<file path="src/rtl/booth_mul_arbiter.sv">
// Round-robin front end that shares one fixed-latency 16x16 multiplier among N_REQ clients.
// A tag pipeline records which client owns each in-flight product and routes results back.
module booth_mul_arbiter #(
    parameter int unsigned N_REQ   = 4,
    parameter int unsigned LATENCY = 12
) (
    input  logic                 clk,
    input  logic                 rst_n,
    input  logic                 issue_en,
    input  logic [N_REQ-1:0]     req_valid,
    output logic [N_REQ-1:0]     req_ready,
    input  logic [16*N_REQ-1:0]  req_a,
    input  logic [16*N_REQ-1:0]  req_b,
    input  logic [2*N_REQ-1:0]   req_sm,
    output logic                 m_v_in,
    output logic [15:0]          m_a,
    output logic [15:0]          m_b,
    output logic [1:0]           m_sm,
    input  logic [31:0]          m_p,
    input  logic                 m_v_out,
    output logic [N_REQ-1:0]     rsp_valid,
    output logic [31:0]          rsp_p,
    output logic                 busy,
    output logic                 sync_err
);
    localparam int unsigned ID_W   = (N_REQ > 1) ? $clog2(N_REQ) : 1;
    localparam int unsigned WARM_W = $clog2(LATENCY + 1);

    logic [ID_W-1:0]    r_ptr;
    logic               r_m_v_in;
    logic [15:0]        r_m_a;
    logic [15:0]        r_m_b;
    logic [1:0]         r_m_sm;
    logic [ID_W-1:0]    r_issue_id;
    logic [LATENCY-1:0] r_tag_v;
    logic [ID_W-1:0]    r_tag_id [LATENCY];
    logic [N_REQ-1:0]   r_rsp_valid;
    logic [31:0]        r_rsp_p;
    logic               r_sync_err;
    logic [WARM_W-1:0]  r_warm;

    logic               w_accept;
    logic [ID_W-1:0]    w_grant_id;
    logic [15:0]        w_a;
    logic [15:0]        w_b;
    logic [1:0]         w_sm;
    logic               w_tail_v;
    logic [ID_W-1:0]    w_tail_id;
    logic               w_warm_done;

    // Rotating priority: scan ids at or above the pointer first, then wrap to the low ids.
    always_comb begin
        w_accept   = 1'b0;
        w_grant_id = '0;
        if (issue_en) begin
            for (int unsigned j = 0; j < N_REQ; j++) begin
                if (!w_accept && req_valid[j] && (ID_W'(j) >= r_ptr)) begin
                    w_accept   = 1'b1;
                    w_grant_id = ID_W'(j);
                end
            end
            for (int unsigned j = 0; j < N_REQ; j++) begin
                if (!w_accept && req_valid[j] && (ID_W'(j) < r_ptr)) begin
                    w_accept   = 1'b1;
                    w_grant_id = ID_W'(j);
                end
            end
        end
    end

    always_comb begin
        req_ready = '0;
        w_a       = '0;
        w_b       = '0;
        w_sm      = '0;
        for (int unsigned j = 0; j < N_REQ; j++) begin
            if (ID_W'(j) == w_grant_id) begin
                req_ready[j] = w_accept;
                w_a          = req_a[16*j +: 16];
                w_b          = req_b[16*j +: 16];
                w_sm         = req_sm[2*j +: 2];
            end
        end
    end

    assign w_tail_v    = r_tag_v[LATENCY-1];
    assign w_tail_id   = r_tag_id[LATENCY-1];
    assign w_warm_done = (r_warm == WARM_W'(LATENCY));

    // Issue stage: operand registers only move on an accept; the id rides alongside m_v_in.
    always_ff @(posedge clk or negedge rst_n) begin
        if (!rst_n) begin
            r_ptr      <= '0;
            r_m_v_in   <= 1'b0;
            r_m_a      <= '0;
            r_m_b      <= '0;
            r_m_sm     <= '0;
            r_issue_id <= '0;
        end else begin
            r_m_v_in <= w_accept;
            if (w_accept) begin
                r_m_a      <= w_a;
                r_m_b      <= w_b;
                r_m_sm     <= w_sm;
                r_issue_id <= w_grant_id;
                r_ptr      <= (w_grant_id == ID_W'(N_REQ - 1)) ? '0 : w_grant_id + 1'b1;
            end
        end
    end

    // Tags trail the issue stage by LATENCY cycles so the tail lines up with m_v_out.
    always_ff @(posedge clk or negedge rst_n) begin
        if (!rst_n) begin
            r_tag_v <= '0;
            for (int unsigned i = 0; i < LATENCY; i++) begin
                r_tag_id[i] <= '0;
            end
        end else begin
            r_tag_v[0]  <= r_m_v_in;
            r_tag_id[0] <= r_issue_id;
            for (int unsigned i = 1; i < LATENCY; i++) begin
                r_tag_v[i]  <= r_tag_v[i-1];
                r_tag_id[i] <= r_tag_id[i-1];
            end
        end
    end

    // Response steering and sync monitor; m_v_out is untrusted until the multiplier has flushed.
    always_ff @(posedge clk or negedge rst_n) begin
        if (!rst_n) begin
            r_rsp_valid <= '0;
            r_rsp_p     <= '0;
            r_sync_err  <= 1'b0;
            r_warm      <= '0;
        end else begin
            for (int unsigned j = 0; j < N_REQ; j++) begin
                r_rsp_valid[j] <= w_tail_v && (w_tail_id == ID_W'(j));
            end
            if (w_tail_v) begin
                r_rsp_p <= m_p;
            end
            if (!w_warm_done) begin
                r_warm <= r_warm + 1'b1;
            end
            if (w_warm_done && (m_v_out != w_tail_v)) begin
                r_sync_err <= 1'b1;
            end
        end
    end

    assign m_v_in    = r_m_v_in;
    assign m_a       = r_m_a;
    assign m_b       = r_m_b;
    assign m_sm      = r_m_sm;
    assign rsp_valid = r_rsp_valid;
    assign rsp_p     = r_rsp_p;
    assign sync_err  = r_sync_err;
    assign busy      = (|r_tag_v) | r_m_v_in | w_accept;

endmodule
</file>
<file path="config.mk">
export PLATFORM = sky130hd
export DESIGN_NAME = booth_mul_arbiter
export DESIGN_NICKNAME = d
export VERILOG_FILES = /design/src/rtl/booth_mul_arbiter.sv
export SDC_FILE = /design/constraint.sdc
export NUM_CORES = 1
export LEC_CHECK = 0
export ABC_CLOCK_PERIOD_IN_PS = 4900
export CAP_MARGIN = 10
export CORE_UTILIZATION = 30
export CTS_BUF_LIST = sky130_fd_sc_hd__clkbuf_2 sky130_fd_sc_hd__clkbuf_4 sky130_fd_sc_hd__clkbuf_8
export DETAILED_ROUTE_END_ITERATION = 16
export GPL_ROUTABILITY_DRIVEN = 0
export GPL_TIMING_DRIVEN = 0
export PLACE_DENSITY = 0.66
export SLEW_MARGIN = 20
export SYNTH_ARGS = -nofsm -noshare
export SYNTH_HDL_FRONTEND = slang
export SYNTH_SLANG_ARGS = --single-unit
</file>
<file path="constraint.sdc">
create_clock -name clk -period 4.9 [get_ports clk]
set_input_delay 0.735 -clock clk [delete_from_list [all_inputs] [get_ports clk]]
set_output_delay 0.735 -clock clk [all_outputs]
set_load 0.005 [all_outputs]
</file>
# After elaboration in Yosys (flattened, before gate mapping)
# Cells that the tools add are included.
[word_totals]
output_inout_bits = 77
in_bits = 176
reg_bits = 116
mem_count = 0
latch_bits = 0
ram_bits = 0
rom_bits = 0
word_cells = 115
[op_classes]
magnitude_cmp = 8
shift = 0
n_reduce_logical = 30
multipliers = 0
n_eq_ne = 9
n_mux = 41
bitwise_logic = 2
add_sub_neg = 2
div = 0
[ops]
columns = ["operator", "count"]
rows = [
  ["two-way mux 16 bit", 8],
  ["two-way mux 2 bit", 12],
  ["two-way mux 1 bit", 21],
  ["logical AND 1 bit", 20],
  ["OR reduction 12 bit", 1],
  ["logical NOT 1 bit", 7],
  ["== test 2 bit, second input constant", 3],
  ["adder 4 x 1 -> 4 bit, second input constant", 1],
  ["== test 2 bit, first input constant", 2],
  ["== test 4 bit, second input constant", 1],
  ["greater-or-equal comparator 1 x 2 -> 1 bit, first input constant", 2],
  ["greater-or-equal comparator 2 bit, first input constant", 2],
  ["logical NOT 2 bit", 2],
  ["less-than comparator 1 x 2 -> 1 bit, first input constant", 2],
  ["less-than comparator 2 bit, first input constant", 2],
  ["adder 2 x 1 -> 2 bit, second input constant", 1],
  ["== test 1 x 2 -> 1 bit, first input constant", 1],
  ["== test 2 x 1 -> 1 bit, second input constant", 1],
  ["OR 1 bit", 2],
  ["!= test 1 bit", 1],
]

# Longest topological paths before layout
[logic_depth]
depth_word = 44
depth_mapped = 9
mapped_depth_nobuf = 7

# Worst setup path after synthesis
# Ideal clock, no wire load.
[synth_timing]
kind = "in2out"
startpoint = "in req_valid[0]"
endpoint = "out req_ready[2]"
stages = 8
arrival_ps = 2315
path_buffers = 3
path_slack_ps = 1850
required_time_ps = 4165
cell_sequence = "inv_1 > o31ai_1 > or3_1 > ha_1 > buf_2 > buf_2 > clkbuf_1 > and2_1"
[synth_via]
elab_chain_len = 40
word_cells_on_any_way = 48
classes_between = "eq/ne (1); mux (25); reduce/logical (22)"
[synth_lines]
columns = ["item", "line_no", "source"]
rows = [
  ["start: declaration", "10", "input logic [N_REQ-1:0] req_valid,"],
  ["logical AND 1 bit", "57", "if (!w_accept && req_valid[j] && (ID_W'(j) >= r_ptr)) begin"],
  ["two-way mux 1 bit", "57", ""],
  ["two-way mux 1 bit", "55", "if (issue_en) begin"],
  ["logical NOT 1 bit", "57", ""],
  ["logical AND 1 bit (2 in series)", "57", ""],
  ["two-way mux 1 bit", "57", ""],
  ["two-way mux 1 bit", "55", ""],
  ["logical NOT 1 bit", "57", ""],
  ["[... 22 more ...]", "--", ""],
  ["two-way mux 1 bit", "63", "if (!w_accept && req_valid[j] && (ID_W'(j) < r_ptr)) begin"],
  ["two-way mux 1 bit", "55", ""],
  ["logical NOT 1 bit", "63", ""],
  ["logical AND 1 bit (2 in series)", "63", ""],
  ["two-way mux 2 bit", "63", ""],
  ["two-way mux 2 bit", "55", ""],
  ["== test 2 bit", "77", "if (ID_W'(j) == w_grant_id) begin"],
  ["two-way mux 1 bit *", "77", ""],
  ["end: declaration", "11", "output logic [N_REQ-1:0] req_ready,"],
]
# Mark *: on every way between the ends. The rest lies on a longest branch, timed or not. The select of a mux whose other input is x is not followed.

# Worst setup path after layout
[layout_timing]
startpoint = "in req_valid[3]"
endpoint = "out req_ready[3]"
[layout_via]
elab_chain_len = 26
word_cells_on_any_way = 32
classes_between = "eq/ne (1); mux (17); reduce/logical (14)"
[layout_lines]
columns = ["item", "line_no", "source"]
rows = [
  ["logical AND 1 bit (2 in series)", "57", ""],
  ["two-way mux 1 bit", "57", ""],
  ["two-way mux 1 bit", "55", ""],
  ["logical NOT 1 bit", "63", ""],
  ["logical AND 1 bit (2 in series)", "63", ""],
  ["two-way mux 1 bit", "63", ""],
  ["two-way mux 1 bit", "55", ""],
  ["logical NOT 1 bit", "63", ""],
  ["[... 8 more ...]", "--", ""],
  ["two-way mux 1 bit", "55", ""],
  ["logical NOT 1 bit", "63", ""],
  ["logical AND 1 bit (2 in series)", "63", ""],
  ["two-way mux 2 bit *", "63", ""],
  ["two-way mux 2 bit *", "55", ""],
  ["net w_grant_id[0]", "43", "logic [ID_W-1:0] w_grant_id;"],
  ["== test 2 bit *", "77", ""],
  ["two-way mux 1 bit *", "77", ""],
]
# Mark *: on every way through the listed nets, which the timed path passes. The rest lies on a longest branch. The select of a mux whose other input is x is not followed.

==> impl_metrics.ini <==
[yosys]
synthCells = 484
yosysSeqAreaShare = 0.5548
avgSynthCellArea_um2 = 10.81
syn_nets = 666
synth_top_cells_by_area = dfrtp_1 55%, mux2_2 7.1%, a221o_1 6.5%
async_flop_share = 1.000
synth_top_area_share = 0.5548
ys_top_cells_by_count = 116 x dfrtp_1, 40 x inv_1, 38 x a21oi_1
synth-seq-cells = 116
synth_edf_count = 0
yosysTopAreaCell = dfrtp_1
synth.distinct_cells = 33
synth_ff_type = dfrtp_1
synth.most_common_cell = dfrtp_1
synth_area_mm2 = 0.005233
yosys_warnings = 0

[floorplanning]
pin_count = 253
dieArea_mm2 = 0.01797
die_w_um = 134.1
fp.dieH_um = 134.1
placementRows = 47
initial_utilization = 0.3111
core_mm2 = 0.01682

[critical_path]
critPathLaunchType = input pin
crit_arrival_ps = 3920
crit_type = input pin to output port
endpoint_kind = output port
critPathRequiredTime_ps = 4160
critPathMaxFanout = 10

[sta]
tightest_slew_ps = 664.7
fin_crit_sh = 0.9501
finalHoldViolCount = 0
fmax_mhz = 214.8
setup_viol = 0
tns_ps = 0
rsz0062_at_grt = no
max_slew_margin = 0.5569
skew_ps = 10.04
fin_ws_ps = 244.4
slew_violations = 0
hold_ws_ps = 207.0
fin_crit_ps = 4656

[global_routing]
gr-usage-all-layers = 0.1964
grt_max_degree = 78
grt_overflow_total = 0
grt_pass1_wl_um = 26990
grt_antenna_before_repair = 0
grt_pass1_vias = 5164

[routing]
drt_first_pass_iters = 5
post_drt_via_cell_ratio = 4.881
post-route-drc-count = 0
dr_total_vias = 4827
finalWirelength_um = 16670
drtIter0Drc = 146
wl_per_cell_um = 16.86
ant_nets = 0

[hold_path]
hold_path_class = input pin to async pin

[power]
p_sw_frac = 0.2869
power.leakage_nw = 3.498
p_per_area_mw_per_mm2 = 354.5
power.clock.fraction = 0.300
p_sw_mw = 0.8617
power_frac_seq = 0.404
p_int_mw = 2.142
combPwrFrac = 0.296
vdd_drop_max_mv = 0.1980

[run]
drv_cap = 0

[clock_tree]
cts_buffers = 17
post_cts_buffers = 0
clock-sinks = 116
cts-hold-fix-buffers = 0
clock_latency_ps = 440
ctsLongestPathBuffers = 2
cts-root-buf = clkbuf_8
tritoncts = built
cts-resized-gates = 0
clk_pin_slew_worst_paths_ps = 70
h-tree-depth = 4

[layout]
drive_gt1_frac = 0.1183
antenna_cells = 0
final_nets = 938
area_delta_synth_final_pct = 61.93

[status]
status = completed

[placed_design]
place_ws_ps = 225.7
io_buffers = 252
post-dp-hpwl_um = 13050
==> critical path, stage by stage <==
cell             delay (ps)
clkdlybuf4s50_1         530
nand2b_1                130
a21boi_0                170
nor3_1                  320
ha_1                    190
clkbuf_1                270
buf_2                   290
clkbuf_1                540
and2_1                  220
clkdlybuf4s50_1         510
==> state kept, by name, summed over array words and instances, names as in the netlist <==
| register | flops |
|---|---|
| m_v_in | 1 |
| r_issue_id | 2 |
| m_b | 16 |
| r_ptr | 2 |
| r_tag_v | 12 |
| rsp_valid | 4 |
| r_tag_id | 22 |
| w_tail_id | 2 |
| sync_err | 1 |
| rsp_p | 32 |
| m_a | 16 |
| m_sm | 2 |
| r_warm | 4 |
==> power groups by stage <==
stage                     registers, mW  clock network, mW  logic [mW]
final                              1.21              0.902       0.888
after global routing               1.24              0.979       0.964
after CTS                          1.22              0.935       0.896
after detailed placement           1.23                  0       0.893
after global placement             1.22                  0       0.879
after floorplan                    1.23                  0       0.374
==> final cells by class <==
cell class	count	area, µm²
flip-flops and latches	116	2903
inverters	40	150.1
clock inverters	13	147.6
plain buffers	40	205.2
well taps	220	275.3
fillers	1514	8346
repair buffers	253	2551
multi-input cells	288	1979
clock buffers	19	261.5
==> cells by family after synthesis <==
| group | count (synthesis) | share of synthesized area |
|---|---|---|
| multiplexers | 33 | 0.07102 |
| flip-flops | 116 | 0.5548 |
| buffers and inverters | 80 | 0.06791 |
| AO/OA/AOI/OAI | 115 | 0.1561 |
| AND/OR/NAND/NOR | 132 | 0.1325 |
| adder cells (fa/ha/maj) | 6 | 0.01435 |
| XOR/XNOR | 2 | 0.003348 |
==> metal layers <==
layer,up-vias,part of all wire,track usage
met5,-,0,0
met4,0,0.031,0.09114
met3,34,0.077,0.06047
met2,205,0.50,0.3328
met1,2327,0.40,0.2267
li1,2261,-,-
==> cells in the final DEF, fill, tap and decap left out, drive strengths merged, types with 6 or more instances in the layout <==
master / count
clkdlybuf4s50: 251
dfrtp: 116
inv: 43
a21oi: 38
nand2: 37
nor2: 37
clkbuf: 37
nand3b: 34
a221o: 34
a31oi: 34
mux2: 33
buf: 24
ha: 6
==> final timing paths <==
kind / start / endpoint / slack (ps) / cells past startpoint
max: req_valid[3] / req_ready[3] / 240 / 10
min: rst_n / m_a[1]$_DFFE_PN0N_ / 210 / 1
max reg2reg: r_ptr[0]$_DFFE_PN0N_ / m_a[8]$_DFFE_PN0N_ / 2120 / 9
min reg2reg: r_tag_id[3]$_DFF_PN0_ / w_tail_id[1]$_DFF_PN0_ / 350 / 0
max in group asynchronous: rst_n / r_ptr[1]$_DFFE_PN0N_ / 4000 / 2
min in group clk: r_tag_id[3]$_DFF_PN0_ / w_tail_id[1]$_DFF_PN0_ / 350 / 0
==> through the flow <==
step / instances / power, mW / area [µm²] / utilization
6_report: 989 / 3.004 / 8473 / 0.5038
5_1_grt: 989 / 3.182 / 8473 / 0.5038
4_1_cts: 989 / 3.047 / 8468 / 0.5035
3_5_place_dp: 957 / 2.126 / 8059 / 0.4792
3_3_place_gp: 956 / 2.104 / 8030 / 0.4775
2_1_floorplan: 484 / 1.599 / 5233 / -
(Power assumes the default switching activity.)
